### config.mk
export PLATFORM = sky130hd
export DESIGN_NAME = apb_master_arbiter
export DESIGN_NICKNAME = d
export VERILOG_FILES = /design/src/rtl/apb_master_arbiter.sv
export SDC_FILE = /design/constraint.sdc
export NUM_CORES = 1
export LEC_CHECK = 0
export BUFFER_PORTS_ARGS = -buffer_cell sky130_fd_sc_hd__buf_2
export CAP_MARGIN = 10
export CELL_PAD_IN_SITES_DETAIL_PLACEMENT = 0
export CELL_PAD_IN_SITES_GLOBAL_PLACEMENT = 2
export CORE_ASPECT_RATIO = 1.25
export CORE_MARGIN = 2
export CORE_UTILIZATION = 24
export DETAILED_ROUTE_END_ITERATION = 10
export PLACE_DENSITY = 0.95
export SLEW_MARGIN = 10
export SYNTH_ARGS = -nofsm -noshare
export SYNTH_HDL_FRONTEND = slang
export SYNTH_SLANG_ARGS = --single-unit
export TNS_END_PERCENT = 20
### constraint.sdc
create_clock -name i_pclk -period 5.3 [get_ports i_pclk]
set_input_delay 0.53 -clock i_pclk [delete_from_list [all_inputs] [get_ports i_pclk]]
set_output_delay 0.53 -clock i_pclk [all_outputs]
set_load 0.1 [all_outputs]
### src/rtl/apb_master_arbiter.sv
// apb_master_arbiter
// Shares one APB3 master port between NREQ single-word requesters.
// Round-robin arbitration, one complete SETUP/ACCESS transfer per grant,
// PSEL decoded from address bits [27:24], and a PREADY-low timeout that
// aborts a transfer to a hung slave with an error completion.
module apb_master_arbiter #(
    parameter int NREQ    = 4,
    parameter int TIMEOUT = 16
) (
    input  logic               i_pclk,
    input  logic               i_preset,
    input  logic [NREQ-1:0]    i_req,
    input  logic [NREQ-1:0]    i_req_write,
    input  logic [32*NREQ-1:0] i_req_addr,
    input  logic [32*NREQ-1:0] i_req_wdata,
    output logic [NREQ-1:0]    o_grant,
    output logic [NREQ-1:0]    o_ack,
    output logic [31:0]        o_rdata,
    output logic               o_err,
    output logic [31:0]        o_paddr,
    output logic [15:0]        o_psel,
    output logic               o_penable,
    output logic               o_pwrite,
    output logic [31:0]        o_pwdata,
    input  logic [31:0]        i_prdata,
    input  logic               i_pready,
    input  logic               i_pslverr
);

    // Requester index width and wait-counter width (both at least 1 bit).
    localparam int IW = (NREQ > 1) ? $clog2(NREQ) : 1;
    localparam int CW = (TIMEOUT > 0) ? $clog2(TIMEOUT + 1) : 1;

    localparam logic [IW-1:0] LAST_IDX = IW'(NREQ - 1);
    // Value of the wait counter during the last permitted ACCESS cycle.
    localparam logic [CW-1:0] CNT_LAST = (TIMEOUT > 0) ? CW'(TIMEOUT - 1) : '0;
    localparam logic [CW-1:0] CNT_MAX  = '1;

    typedef enum logic [1:0] {
        ST_IDLE,
        ST_SETUP,
        ST_ACCESS
    } state_t;

    state_t          r_state;
    state_t          w_state_next;

    logic [IW-1:0]   r_rr;          // first index searched at the next grant
    logic [IW-1:0]   r_owner;       // requester that owns the transfer in flight
    logic [31:0]     r_addr;
    logic [31:0]     r_wdata;       // already forced to 0 for reads
    logic            r_write;
    logic [CW-1:0]   r_wait_cnt;    // PREADY-low ACCESS cycles so far
    logic [NREQ-1:0] r_ack;
    logic [31:0]     r_rdata;
    logic            r_err;

    logic [NREQ-1:0] w_eligible;
    logic            w_win_valid;
    logic [IW-1:0]   w_win_idx;
    logic [IW:0]     w_scan_idx;    // one extra bit so RR+k can exceed NREQ-1 before wrapping
    logic [NREQ-1:0] w_owner_onehot;
    logic            w_access_ok;
    logic            w_timeout;
    logic            w_grant_now;

    assign w_owner_onehot = NREQ'(1) << r_owner;
    assign w_grant_now    = (r_state == ST_IDLE) && w_win_valid;

    assign o_ack   = r_ack;
    assign o_rdata = r_rdata;
    assign o_err   = r_err;

    // Round-robin search: first eligible index starting at r_rr, wrapping modulo NREQ.
    always_comb begin
        // NOTE: every variable written here gets a default first, so no path can leave one
        // unassigned and infer a latch.
        w_eligible  = i_req & ~r_ack;
        w_win_valid = 1'b0;
        w_win_idx   = '0;
        w_scan_idx  = '0;
        for (int k = 0; k < NREQ; k++) begin
            w_scan_idx = {1'b0, r_rr} + (IW + 1)'(k);
            if (w_scan_idx >= (IW + 1)'(NREQ)) begin
                w_scan_idx = w_scan_idx - (IW + 1)'(NREQ);
            end
            if (!w_win_valid && w_eligible[w_scan_idx[IW-1:0]]) begin
                w_win_valid = 1'b1;
                w_win_idx   = w_scan_idx[IW-1:0];
            end
        end
    end

    // FSM state register.
    always_ff @(posedge i_pclk) begin
        // NOTE: sequential state uses non-blocking assignments so every register samples
        // pre-edge values regardless of block ordering.
        if (i_preset) begin
            r_state <= ST_IDLE;
        end else begin
            r_state <= w_state_next;
        end
    end

    // FSM next-state and APB/grant outputs; the bus is driven only while a transfer is owned.
    always_comb begin
        w_state_next = r_state;
        w_access_ok  = 1'b0;
        w_timeout    = 1'b0;
        o_grant      = '0;
        o_psel       = '0;
        o_penable    = 1'b0;
        o_paddr      = '0;
        o_pwrite     = 1'b0;
        o_pwdata     = '0;

        if (r_state != ST_IDLE) begin
            o_grant  = w_owner_onehot;
            o_psel   = 16'd1 << r_addr[27:24];
            o_paddr  = r_addr;
            o_pwrite = r_write;
            o_pwdata = r_wdata;
        end

        case (r_state)
            ST_IDLE: begin
                if (w_win_valid) begin
                    w_state_next = ST_SETUP;
                end
            end
            ST_SETUP: begin
                w_state_next = ST_ACCESS;
            end
            ST_ACCESS: begin
                o_penable = 1'b1;
                if (i_pready) begin
                    w_access_ok  = 1'b1;
                    w_state_next = ST_IDLE;
                end else if ((TIMEOUT > 0) && (r_wait_cnt == CNT_LAST)) begin
                    w_timeout    = 1'b1;
                    w_state_next = ST_IDLE;
                end
            end
            default: begin
                w_state_next = ST_IDLE;
            end
        endcase
    end

    // Request latching, RR pointer, wait counter, and completion (ACK/RDATA/ERR) capture.
    always_ff @(posedge i_pclk) begin
        // NOTE: the datapath registers are few and drive outputs, so they are all reset;
        // that gives the all-zero output state straight out of reset.
        if (i_preset) begin
            r_rr       <= '0;
            r_owner    <= '0;
            r_addr     <= '0;
            r_wdata    <= '0;
            r_write    <= 1'b0;
            r_wait_cnt <= '0;
            r_ack      <= '0;
            r_rdata    <= '0;
            r_err      <= 1'b0;
        end else begin
            r_ack <= '0;

            if (w_grant_now) begin
                r_owner    <= w_win_idx;
                r_rr       <= (w_win_idx == LAST_IDX) ? '0 : w_win_idx + 1'b1;
                r_addr     <= i_req_addr[32*w_win_idx +: 32];
                r_write    <= i_req_write[w_win_idx];
                r_wdata    <= i_req_write[w_win_idx] ? i_req_wdata[32*w_win_idx +: 32] : '0;
                r_wait_cnt <= '0;
            end

            if (r_state == ST_ACCESS) begin
                if (!i_pready && (r_wait_cnt != CNT_MAX)) begin
                    r_wait_cnt <= r_wait_cnt + 1'b1;
                end
                if (w_access_ok) begin
                    r_ack   <= w_owner_onehot;
                    r_rdata <= r_write ? '0 : i_prdata;
                    r_err   <= i_pslverr;
                end else if (w_timeout) begin
                    r_ack   <= w_owner_onehot;
                    r_rdata <= '0;
                    r_err   <= 1'b1;
                end
            end
        end
    end

endmodule

==> summary.md <==
| Metric | Value |
|---|---|
| Crit path buffers/inverters | 2 |
| Total Wirelength | 25500 um |
| Clock network latency to the later pin of the worst-skew pair | about 0.4 ns |
| IO buf count | approximately 420 |
| CTS tree | built |
| Overall power | ~3.3 mW |
| Unrepaired setup endpoints after global routing | false |
| CP endpoint kind | primary output |
| Least-Margin Pin Slew | around 1.1 ns |
| FILL cells | between 2000 and 3000 |
| Crit Path Class | reg2out |
| CP max-delay cell | buf_4 |
| Maximum clock rate | around 0.33 GHz |
| Worst min path class | in2reg |
| Crit path time final | around 3.0 ns |
| Clk buf depth | 2 |
| Yosys Warn Count | 0 |
| Synthesized netlist cell count | about 730 |
| #FFs+latches synth | between 100 and 150 |
| CORE AREA | 25800 um^2 |
| Root Driver | clkbuf_16 |
| Largest net degree at the start of global routing | 66 |
| Vias | roughly 7100 |
| Avg Inst Size Synth | between 8 and 9 um^2 |
| P_leak | around 4.4 nW |
| Full die area | between 20000 and 30000 um^2 |
| Detailed Routing Iterations Pass 1 | 4 |
| Final worst-path cycle share | 0.564 |
| Ys flop type | dfxtp_1 |
| MaxCap Viol Count | 0 |
| Register area share after synthesis | 0.360 |
| Post-Route Setup TNS | 0 ns |
| P&R area growth vs syn | 46.8% |
| Crit-path cells | or2_2 -> buf_4 -> and2_1 -> nand2_1 -> nor3_1 -> buf_2 |
| Max_slew headroom | 0.263 |
| HPWL Detailed | ~19000 um |
| Worst Path Required | between 4 and 5 ns |
| Avg WL per Cell | 17.4 um |
| Power Density | around 360 nW/um^2 |
| Family with the most delay on the worst path | buffers and inverters |
| FP Rows | 66 |
| Antenna Violating Nets Remaining | 0 |
| Status | finished, final reports clean |
| Clock buffer count from CTS | 17 |
| I/O pins | approximately 420 |
| Initial DRC Count | 277 |
| Critical Path Max Stage Delay | around 0.5 ns |
| Design Area, Final | approximately 9000 um^2 |
| Number of global-route vias before repair | between 6000 and 7000 |
| # setup viols final | 0 |
| Ys async rst share | 0 |
| Hold WS | 0.364 ns |
| Placement Cell Area | approximately 8600 um^2 |
| Gr usage total | 0.176 |
| Hold_buf cts | 0 |
| Cts repair resizes | 0 |
| Worst Setup Start Kind | flip-flop |
| Die Ht | roughly 180 um |
| CTS sink count | ~110 |
| Global route overflow | 0 |
| Net count after synthesis | slightly above 1000 |
| Postcts setup bufs | 0 |
| Worst vdd ir | between 0.00015 and 0.0002 V |
| Vias/cell | 4.83 |
| Hold Vio Cnt, Final | 0 |
| Synth top area share | 0.360 |
| Number of flops mapped to enable cells by yosys | 0 |
| Share of post-route cells with drive strength above 1 | 0.430 |
| CTS clk-pin slew, worst paths | approximately 0.060 ns |
| Library cells used by synthesis | 48 |
| Dpl ws | between 1.5 and 2 ns |
| Initial core utilization | 0.243 |
| Layout Nets | 1414 |
| Die width | ~150 um |
| H-tree Lvls | 4 |
| Worst-path fanout max | 65 |
| Antenna violations before repair | 3 |
| Ranking of synthesized cells by area | dfxtp_1 (36%), mux2i_1 (15%), and2_1 (6.6%) |
| First-pass GRT wire length | between 30000 and 40000 um |
| Crit path arrival time | ~2.5 ns |
| Largest area contributor in the netlist | dfxtp_1 |
| Worst Skew | approximately 0.011 ns |
| Netlist Area Pre-Place | roughly 6300 um^2 |
| GP Congestion | a little over 0.8 |
| Max Slew Vio Count | 0 |
| Setup ws final | about 2.3 ns |
| DRC errors left | 0 |
[worst reg2reg max path: cells and delay by family (launching register included)]
family,cells,cell delay (ns)
buf+inv,2,0.74
flops,1,0.33
simple gates,2,0.78
compound gates,3,1.01
[power breakdown]
| group | switching, mW | internal [mW] | total, mW |
|---|---|---|---|
| Sequential | 0.0586 | 0.942 | 1.00 |
| Clock | 0.471 | 0.708 | 1.18 |
| Combinational | 0.817 | 0.321 | 1.14 |
[cells by family (layout without fill, tap and decap cells)]
logic type,count (synthesis),in the layout,synth area share
compound gates,129,129,0.166
fa+ha+maj,3,3,0.00597
buf+inv,74,471,0.0558
flops,113,113,0.360
mux,94,94,0.150
other cells,0,1,0
simple gates,314,314,0.263
[path summary, 6_finish.rpt]
check | startpoint | to | slack (ns) | depth (start not counted)
setup / recovery | r_state[1] | o_psel[12] | 2.31 | 6
hold / removal | i_req_wdata[18] | r_wdata[18] | 0.36 | 3
setup reg to reg | r_state[1] | r_wdata[9] | 2.32 | 7
hold reg to reg | r_addr[11] | r_addr[11] | 0.45 | 2
[state kept, by name (all words and copies together) (netlist names)]
name        count
o_rdata        32
r_addr         32
r_wdata        32
r_wait_cnt      5
o_ack           4
r_owner         2
r_rr            2
r_state         2
o_err           1
r_write         1
[through the flow]
stage                util  instances
floorplan               -        727
global placement    0.333       1431
detailed placement  0.333       1431
CTS                 0.356       1463
global route        0.357       1465
finish              0.357       1465
[layout make-up]
class,count,area (um^2),share of cell area
flip-flops and latches,113,2260,0.245
multi-input cells,540,3700,0.401
clock buffers,17,425,0.0461
inverters,4,15.0,0.00163
repair buffers,435,2220,0.240
diodes,1,2.50,0.000271
well taps,340,425,0.0461
clock inverters,15,175,0.0190
[cell usage after synthesis (4+ instances only)]
master     number
a21oi_1         7
o221ai_1       33
nor3_1         12
mux2i_1        94
o2111ai_1      30
clkbuf_1       50
inv_1           4
buf_2           7
dfxtp_1       113
and2_1         66
buf_6           7
nor2_1         61
nor2b_1         4
o21ai_0         6
nand2_1        75
nand4_1        66
a22oi_1        33
nand2b_1       11
[cells in the final DEF (no fill, tap or decap), drive strengths merged, types with 3 or more instances in the layout]
master	Yosys	layout
nand2	75	75
nor2	63	63
o211ai	4	4
clkinv	0	3
clkinvlp	0	3
o21ai	7	7
a22oi	33	33
ha	3	3
nand2b	11	11
a21oi	8	8
clkbuf	50	17
mux2i	94	94
nor2b	4	4
or3	3	3
and2	66	66
nor3	13	13
buf	20	435
nor4b	3	3
o221ai	33	33
inv	4	11
nand4	66	66
dfxtp	113	113
o2111ai	30	30
[routing by layer]
| layer | GRT usage | vias to the layer above | routed length, um |
|---|---|---|---|
| met2 | 0.328 | 291 | 13200 |
| met5 | 0 | - | 28 |
| li1 | - | 3493 | - |
| met1 | 0.197 | 3269 | 10100 |
| met3 | 0.0475 | 16 | 1890 |
| met4 | 0.0423 | 4 | 260 |
Power figures use the tool's default switching activity.
